--- config.mk ---
export PLATFORM = sky130hd
export DESIGN_NAME = seq_mult_16
export DESIGN_NICKNAME = d
export VERILOG_FILES = /design/src/rtl/seq_mult_16.sv
export SDC_FILE = /design/constraint.sdc
export NUM_CORES = 1
export LEC_CHECK = 0
export ABC_CLOCK_PERIOD_IN_PS = 7200
export CAP_MARGIN = 10
export CORE_MARGIN = 3
export CORE_UTILIZATION = 42
export CTS_CLUSTER_DIAMETER = 50
export DETAILED_ROUTE_END_ITERATION = 12
export HOLD_SLACK_MARGIN = 0.08
export PLACE_DENSITY = 0.71
export SYNTH_ARGS = -nofsm -noshare
export SYNTH_HDL_FRONTEND = slang
export SYNTH_SLANG_ARGS = --single-unit
--- constraint.sdc ---
create_clock -name clk -period 7.2 [get_ports clk]
set_clock_uncertainty 0.05 [all_clocks]
set_input_delay 0.72 -clock clk [delete_from_list [all_inputs] [get_ports clk]]
set_output_delay 0.72 -clock clk [all_outputs]
set_load 0.01 [all_outputs]
--- src/rtl/seq_mult_16.sv ---
// ---------------------------------------------------------------------------
// seq_mult_16 -- unsigned 16x16 -> 32-bit sequential shift-and-add multiplier
//
// One partial-product add per clock through a single full_adder_16 instance.
// The control unit issues a multiply with `start` while the unit is idle,
// watches `busy`, and picks up `product` in the cycle `done` pulses.
//
// Ports:
//   clk      in   1   rising-edge clock
//   rst_n    in   1   asynchronous active-low reset
//   start    in   1   multiply request, sampled only while idle
//   a        in  16   multiplicand, captured on the accepting edge
//   b        in  16   multiplier, captured on the accepting edge
//   busy     out  1   high while iterating
//   done     out  1   one-cycle pulse, product valid in that cycle
//   product  out 32   result, held from done until the next accepted start
//
// Build option:
//   SEQ_MULT_ZERO_SKIP_EN  when defined, a zero operand skips the iterations
//                          and finishes one cycle after acceptance.
// ---------------------------------------------------------------------------

module full_adder_16 (
    input  logic [15:0] inp1,
    input  logic [15:0] inp2,
    input  logic        cin,
    output logic [15:0] sum,
    output logic        cout
);

    logic [16:0] total_s;

    // 17-bit add so the carry out of bit 15 is kept.
    always_comb begin
        total_s = {1'b0, inp1} + {1'b0, inp2} + {16'd0, cin};
    end

    assign sum  = total_s[15:0];
    assign cout = total_s[16];

endmodule

module seq_mult_16 (
    input  logic        clk,
    input  logic        rst_n,
    input  logic        start,
    input  logic [15:0] a,
    input  logic [15:0] b,
    output logic        busy,
    output logic        done,
    output logic [31:0] product
);

    typedef enum logic [1:0] {
        S_IDLE = 2'd0,
        S_RUN  = 2'd1,
        S_DONE = 2'd2
    } state_t;

    state_t      state_r;
    state_t      state_nxt_s;

    logic [15:0] mcand_r;
    logic [15:0] acc_r;
    logic [15:0] mq_r;
    logic [3:0]  cnt_r;

    logic        busy_r;
    logic        done_r;
    logic        busy_nxt_s;
    logic        done_nxt_s;

    logic [15:0] addend_s;
    logic [15:0] sum_s;
    logic        cout_s;

`ifdef SEQ_MULT_ZERO_SKIP_EN
    logic        zero_op_s;

    // A zero operand means a zero product, so the iterations can be skipped.
    always_comb begin
        zero_op_s = (a == 16'd0) || (b == 16'd0);
    end
`endif

    // Partial product: add the multiplicand only when the current multiplier bit is set.
    always_comb begin
        if (mq_r[0]) begin
            addend_s = mcand_r;
        end else begin
            addend_s = 16'd0;
        end
    end

    full_adder_16 u_adder (
        .inp1 (acc_r),
        .inp2 (addend_s),
        .cin  (1'b0),
        .sum  (sum_s),
        .cout (cout_s)
    );

    // State register.
    always_ff @(posedge clk or negedge rst_n) begin
        if (!rst_n) begin
            state_r <= S_IDLE;
        end else begin
            state_r <= state_nxt_s;
        end
    end

    // Next-state logic; start is only looked at while idle.
    always_comb begin
        state_nxt_s = state_r;
        case (state_r)
            S_IDLE: begin
                if (start) begin
`ifdef SEQ_MULT_ZERO_SKIP_EN
                    if (zero_op_s) begin
                        state_nxt_s = S_DONE;
                    end else begin
                        state_nxt_s = S_RUN;
                    end
`else
                    state_nxt_s = S_RUN;
`endif
                end else begin
                    state_nxt_s = S_IDLE;
                end
            end
            S_RUN: begin
                if (cnt_r == 4'd15) begin
                    state_nxt_s = S_DONE;
                end else begin
                    state_nxt_s = S_RUN;
                end
            end
            S_DONE: begin
                state_nxt_s = S_IDLE;
            end
            default: begin
                state_nxt_s = S_IDLE;
            end
        endcase
    end

    // Output decode from the next state so busy/done come straight from flops.
    always_comb begin
        busy_nxt_s = 1'b0;
        done_nxt_s = 1'b0;
        case (state_nxt_s)
            S_IDLE: begin
                busy_nxt_s = 1'b0;
                done_nxt_s = 1'b0;
            end
            S_RUN: begin
                busy_nxt_s = 1'b1;
                done_nxt_s = 1'b0;
            end
            S_DONE: begin
                busy_nxt_s = 1'b0;
                done_nxt_s = 1'b1;
            end
            default: begin
                busy_nxt_s = 1'b0;
                done_nxt_s = 1'b0;
            end
        endcase
    end

    // Output flops for busy and done.
    always_ff @(posedge clk or negedge rst_n) begin
        if (!rst_n) begin
            busy_r <= 1'b0;
            done_r <= 1'b0;
        end else begin
            busy_r <= busy_nxt_s;
            done_r <= done_nxt_s;
        end
    end

    // Datapath: operand capture on acceptance, one shift-and-add per RUN cycle.
    always_ff @(posedge clk or negedge rst_n) begin
        if (!rst_n) begin
            mcand_r <= 16'd0;
            acc_r   <= 16'd0;
            mq_r    <= 16'd0;
            cnt_r   <= 4'd0;
        end else begin
            case (state_r)
                S_IDLE: begin
                    if (start) begin
                        mcand_r <= a;
                        acc_r   <= 16'd0;
                        cnt_r   <= 4'd0;
`ifdef SEQ_MULT_ZERO_SKIP_EN
                        if (zero_op_s) begin
                            mq_r <= 16'd0;
                        end else begin
                            mq_r <= b;
                        end
`else
                        mq_r    <= b;
`endif
                    end else begin
                        mcand_r <= mcand_r;
                        acc_r   <= acc_r;
                        mq_r    <= mq_r;
                        cnt_r   <= cnt_r;
                    end
                end
                S_RUN: begin
                    // The carry becomes the new acc MSB, sum[0] shifts into mq.
                    acc_r <= {cout_s, sum_s[15:1]};
                    mq_r  <= {sum_s[0], mq_r[15:1]};
                    cnt_r <= cnt_r + 4'd1;
                end
                S_DONE: begin
                    mcand_r <= mcand_r;
                    acc_r   <= acc_r;
                    mq_r    <= mq_r;
                    cnt_r   <= cnt_r;
                end
                default: begin
                    mcand_r <= 16'd0;
                    acc_r   <= 16'd0;
                    mq_r    <= 16'd0;
                    cnt_r   <= 4'd0;
                end
            endcase
        end
    end

    assign busy    = busy_r;
    assign done    = done_r;
    assign product = {acc_r, mq_r};

endmodule

==> impl_metrics.json, run 1 <==
{
  "ios": 69,
  "path_class": "in -> reg",
  "num_vias": 2780,
  "die_x_um": 94.9,
  "wl_per_cell_um": 15.5,
  "hold_viol_final": 0,
  "ys_seq_elements": 56,
  "die_area_um2": 9000,
  "cts_root_buf": "clkbuf_8",
  "syn_area_um2": 3320,
  "arrival_ns": 3.26,
  "clockBufferDepth": 2,
  "numCtsBuffers": 5,
  "ys_top_cells_by_area": "dfrtp_1, ha_1, nand2_1",
  "drv_cap": 0,
  "nNetsFinal": 452,
  "grt_antenna_before_repair": 0,
  "drcViolationCount": 0,
  "fp.coreArea_um2": 7450,
  "synth_top_cell_by_area": "dfrtp_1",
  "cts_setup_buffers": 0,
  "pre_cts_ws_ns": 3.78,
  "layout-drive-gt1-share_pct": 5.04,
  "powerDensity_nw_per_um2": 305,
  "synthToLayoutAreaGrowth_pct": 24.8,
  "setup_viol": 0,
  "place_hpwl_um": 5360,
  "groute.usage.overall_pct": 17.4,
  "crit_path_max_fanout": 19,
  "peakVddDrop_v": 0.000136,
  "multi_input_area_um2": 1770,
  "nFillCells": 693,
  "start_util_pct": 44.6,
  "synth-edff-count": 0,
  "netlist_instances": 338,
  "power_mw": 1.26,
  "reg2reg_to": "acc_r[15]$_DFFE_PN0P_",
  "postRouteAntennaNets": 0,
  "grt_pass1_vias": 2612,
  "rrSetupSlack_ns": 4.51,
  "grt-ovfl-total": 0,
  "maxSlewViolCount": 0,
  "p_leak_nw": 1.85,
  "critPathCaptureType": "register",
  "yosys.area.top_type_share_pct": 42.2,
  "cts_resized": 0,
  "yosysMostFrequentCell": "dfrtp_1",
  "drt-total-wl_um": 7700,
  "ys_seq_area_share_pct": 42.2,
  "fin_crit_ns": 3.11,
  "synth.net_count": 394,
  "avgViaCountPerCell": 5.60,
  "period_share_pct": 43.3,
  "tns_ns": 0,
  "synth_flop_cell": "dfrtp_1",
  "outcome": "finished, final reports clean",
  "drtPass1Iterations": 4,
  "num_antenna_cells": 0,
  "cts.sinks": 56,
  "required_ns": 7.35,
  "cts-htree-levels": 2,
  "clk_latency_ns": 0.31,
  "gp_congestion": 0.808,
  "netlist_top_cells_count": "dfrtp_1, nand2_1, ha_1, o21ai_0, a22o_1",
  "post-route-util_pct": 55.6,
  "fmaxAchievable_mhz": 321,
  "worstHoldPathType": "in -> async",
  "setup_slack_ns": 4.09,
  "grt_pass1_wl_um": 12600,
  "dr.first_iter.drc_count": 151,
  "slew_headroom_pct": 28.7,
  "cts_tree": "done",
  "grt_start_max_net_pins": 57,
  "portBuffers": 68,
  "yosys_warnings": 0,
  "clkTransAtPathRegs_ns": 0.10,
  "die_y_um": 94.9,
  "worstReg2RegStart": "mq_r[0]$_DFFE_PN0P_",
  "syn_avg_cell_area_um2": 9.82,
  "rsz0062_at_grt": "no",
  "start_kind": "input port",
  "area.sequential_um2": 1400,
  "worstMarginPinSlew_ns": 1.07,
  "reg2regPathDepth": 9,
  "async_reset_ff_share_pct": 100,
  "cts_hold_buf": 0,
  "synth.distinct_cells": 49,
  "rows": 31
}
==> cell families after synthesis <==
group / count (synthesis) / synth area share (%)
and+or+nand+nor: 104 / 15.0
xor gates and xnor gates: 13 / 3.43
AOI/OAI and AO/OA: 113 / 26.6
adders and majority gates: 21 / 8.14
DFF: 56 / 42.2
buffers and inverters: 30 / 4.30
muxes: 1 / 0.302
==> flip-flops by register name, indices dropped and copies added, names as in the netlist <==
register / cells
state_r: 2
mcand_r: 16
busy: 1
cnt_r: 4
acc_r: 16
done: 1
mq_r: 16
==> per-stage QoR <==
stage               instances  instance area, um^2  hold WS (ns)
CTS                       496                 4140         0.478
detailed placement        488                 4030         0.452
floorplan                 338                 3320         0.374
global placement          488                 4030         0.433
finish                    496                 4140         0.466
global route              496                 4140         0.499
==> cells in the final DEF (no fill, tap or decap), types with 15 or more instances in the layout <==
| master | n |
|---|---|
| a21oi_1 | 16 |
| a221o_1 | 16 |
| a22o_1 | 17 |
| and2_1 | 16 |
| and3_1 | 16 |
| clkdlybuf4s50_1 | 67 |
| dfrtp_1 | 56 |
| ha_1 | 20 |
| nand2_1 | 49 |
| o21ai_0 | 20 |
| o2bb2ai_1 | 15 |
==> cell type report <==
class	count	area share, %
Clock buffer	6	1.75
Inverter	11	0.997
Timing Repair Buffer	70	16.7
Clock inverter	2	0.936
Sequential cell	56	33.8
Tap cell	99	2.99
Multi-Input combinational cell	252	42.8
==> report_power, final <==
part	switching [mW]	internal, mW	total [mW]
registers	0.0964	0.424	0.521
clock network	0.109	0.105	0.214
logic	0.255	0.273	0.528
total	0.460	0.803	1.26
==> worst max-delay path: stages <==
cell             delay (ns)
clkdlybuf4s50_1        0.84
inv_2                  0.31
a21oi_4                0.46
nand2_1                0.45
o41ai_1                0.47
==> how the worst max path moves through the flow <==
stage / from / to / slack, ns
floorplan: mq_r[0]$_DFFE_PN0P_ / acc_r[15]$_DFFE_PN0P_ / 4.69
global placement: start / acc_r[15]$_DFFE_PN0P_ / 3.90
detailed placement: start / acc_r[15]$_DFFE_PN0P_ / 3.78
CTS: start / acc_r[15]$_DFFE_PN0P_ / 4.11
global route: start / acc_r[15]$_DFFE_PN0P_ / 3.76
finish: start / acc_r[15]$_DFFE_PN0P_ / 4.09
==> routing by layer <==
layer  vias to the layer above  part of all wire (%)  track usage, %
li1                       1359                     -               -
met1                      1332                    48            25.5
met5                         -                     0               0
met2                        87                    46            27.4
met3                         2                   5.8            3.59
met4                         0                 0.078            2.16
Note: power is estimated with default switching activity, not from simulation.
==> run 2, diff against run 1 <==
--- a/config.mk
+++ b/config.mk
@@ -5,14 +5,14 @@
 export SDC_FILE = /design/constraint.sdc
 export NUM_CORES = 1
 export LEC_CHECK = 0
-export ABC_CLOCK_PERIOD_IN_PS = 7200
+export ABC_CLOCK_PERIOD_IN_PS = 2500
 export CAP_MARGIN = 10
 export CORE_MARGIN = 3
 export CORE_UTILIZATION = 42
 export CTS_CLUSTER_DIAMETER = 50
 export DETAILED_ROUTE_END_ITERATION = 12
 export HOLD_SLACK_MARGIN = 0.08
-export PLACE_DENSITY = 0.71
+export PLACE_DENSITY = 0.73
 export SYNTH_ARGS = -nofsm -noshare
 export SYNTH_HDL_FRONTEND = slang
 export SYNTH_SLANG_ARGS = --single-unit
==> constraint.sdc (replaced) <==
create_clock -name clk -period 2.5 [get_ports clk]
set_clock_uncertainty 0.05 [all_clocks]
set_input_delay 0.25 -clock clk [delete_from_list [all_inputs] [get_ports clk]]
set_output_delay 0.25 -clock clk [all_outputs]
set_load 0.01 [all_outputs]
==> impl_metrics.json, run 2 (same netlist as run 1, synthesis figures left out) <==
{
  "hold_viol_final": 0,
  "grt_pass1_wl_um": 13300,
  "grt-ovfl-total": 0,
  "cts.sinks": 56,
  "cts-htree-levels": 2,
  "rows": 31,
  "power_mw": 3.64,
  "reg2reg_to": "acc_r[13]$_DFFE_PN0P_",
  "crit_path_max_fanout": 6,
  "ios": 69,
  "avgViaCountPerCell": 5.62,
  "tns_ns": 0,
  "worstReg2RegStart": "mq_r[0]$_DFFE_PN0P_",
  "critPathTopFamily": "compound AO/OA/AOI/OAI gates",
  "period_share_pct": 94.7,
  "critical-path-slowest-cell": "dfrtp_2",
  "path_class": "reg -> reg",
  "worstMarginPinSlew_ns": 0.743,
  "required_ns": 2.64,
  "drcViolationCount": 0,
  "setup_slack_ns": 0.132,
  "dr.first_iter.drc_count": 151,
  "start_kind": "register",
  "cts_tree": "done",
  "num_antenna_cells": 0,
  "groute.usage.overall_pct": 18.6,
  "rrSetupSlack_ns": 0.13,
  "drt-total-wl_um": 8010,
  "arrival_ns": 2.51,
  "worstHoldPathType": "in -> async",
  "portBuffers": 68,
  "num_vias": 2856,
  "nNetsFinal": 465,
  "cts_root_buf": "clkbuf_8",
  "crit_chain": "and2_1, ha_1, inv_1, fa_1, and2b_4, o21bai_4, a31oi_4, a311oi_1, xnor2_1, o21ai_1",
  "drtPass1Iterations": 5,
  "clkTransAtPathRegs_ns": 0.10,
  "post-route-util_pct": 57.0,
  "fin_crit_ns": 2.37,
  "powerDensity_nw_per_um2": 857,
  "start_util_pct": 44.6,
  "holdWs_ns": 0.479,
  "setup_viol": 0,
  "die_y_um": 94.9,
  "p_leak_nw": 1.92,
  "layout-drive-gt1-share_pct": 8.56,
  "most-common-layout-cells": "clkdlybuf4s50_1, dfrtp_1, nand2_1",
  "clockBufferDepth": 2,
  "outcome": "finished, final reports clean",
  "critPathLaunch": "mq_r[0]$_DFFE_PN0P_",
  "reg2regPathDepth": 10,
  "slew_headroom_pct": 50.5,
  "fmaxAchievable_mhz": 422,
  "final_common_cell": "clkdlybuf4s50_1",
  "die_x_um": 94.9,
  "top_regs": "acc_r x16, mcand_r x16, mq_r x16",
  "postRouteAntennaNets": 0,
  "synthToLayoutAreaGrowth_pct": 28.0,
  "cp_slowest_stage_delay_ns": 0.45,
  "clk_latency_ns": 0.31,
  "pre_cts_ws_ns": 0.0844,
  "peakVddDrop_v": 0.000551,
  "cp-endpoint": "acc_r[13]$_DFFE_PN0P_",
  "wl_per_cell_um": 15.8,
  "maxSlewViolCount": 0,
  "rsz0062_at_grt": "no",
  "path_depth": 10,
  "gp_congestion": 0.837,
  "place_hpwl_um": 5900,
  "die_area_um2": 9000,
  "path_buf_inv": 1,
  "numCtsBuffers": 5,
  "grt_pass1_vias": 2783,
  "critPathCaptureType": "register",
  "grt_start_max_net_pins": 39,
  "grt_antenna_before_repair": 0,
  "cts_setup_buffers": 0,
  "fp.coreArea_um2": 7450,
  "drv_cap": 0
}
## run 2: worst min path at each step
stage                     slack [ns]                   end                  from  depth (start not counted)
after global routing            0.49  mq_r[14]$_DFFE_PN0P_                 b[14]                          2
final                           0.48  acc_r[8]$_DFFE_PN0P_                 rst_n                          2
after floorplan                 -0.1  acc_r[0]$_DFFE_PN0P_                 rst_n                          0
after global placement          0.30  acc_r[8]$_DFFE_PN0P_                 rst_n                          1
after CTS                       0.48  cnt_r[1]$_DFFE_PN0P_  cnt_r[1]$_DFFE_PN0P_                          2
after detailed placement        0.32  acc_r[8]$_DFFE_PN0P_                 rst_n                          1
## run 2: timing repair
action | CTS | global route
hold buffers | 1 | 0
gates resized for setup | 0 | 4
endpoints found under the setup margin | 0 | 7
hold endpoints to repair | 31 | 0
## run 2: stage by stage
stage / cells / area (um^2)
floorplan: 338 / 3320
global placement: 500 / 4130
detailed placement: 500 / 4130
CTS: 508 / 4240
global route: 508 / 4250
finish: 508 / 4250
## run 2: final cells by class
type | count | area [um^2]
flip-flops and latches | 56 | 1400
inverters | 11 | 41.3
well taps | 99 | 124
fillers | 673 | 3200
clock inverters | 1 | 8.76
multi-input cells | 252 | 1790
clock buffers | 6 | 82.6
repair buffers | 83 | 803
## run 2: per-layer routing
metal / vias to the layer above / track usage (%) / routed length [um]
met5: - / 0 / 0
met1: 1363 / 25.0 / 3550
met3: 9 / 4.22 / 570
met4: 0 / 4.57 / 100
met2: 103 / 30.5 / 3790
li1: 1381 / - / -
## run 2: worst reg2reg max path: cells and delay by family, from the launching register on
kind                       cells  cell delay (ns)
AOI/OAI and AO/OA              4             0.77
DFF                            1             0.45
adders and majority gates      2             0.39
and+or+nand+nor                2             0.36
xor gates and xnor gates       1             0.17
buffers and inverters          1             0.07
## run 2: power breakdown
part | switching, mW | total, mW | internal, mW
logic | 0.774 | 1.63 | 0.857
registers | 0.268 | 1.49 | 1.22
clock network | 0.296 | 0.518 | 0.222
total | 1.34 | 3.64 | 2.30
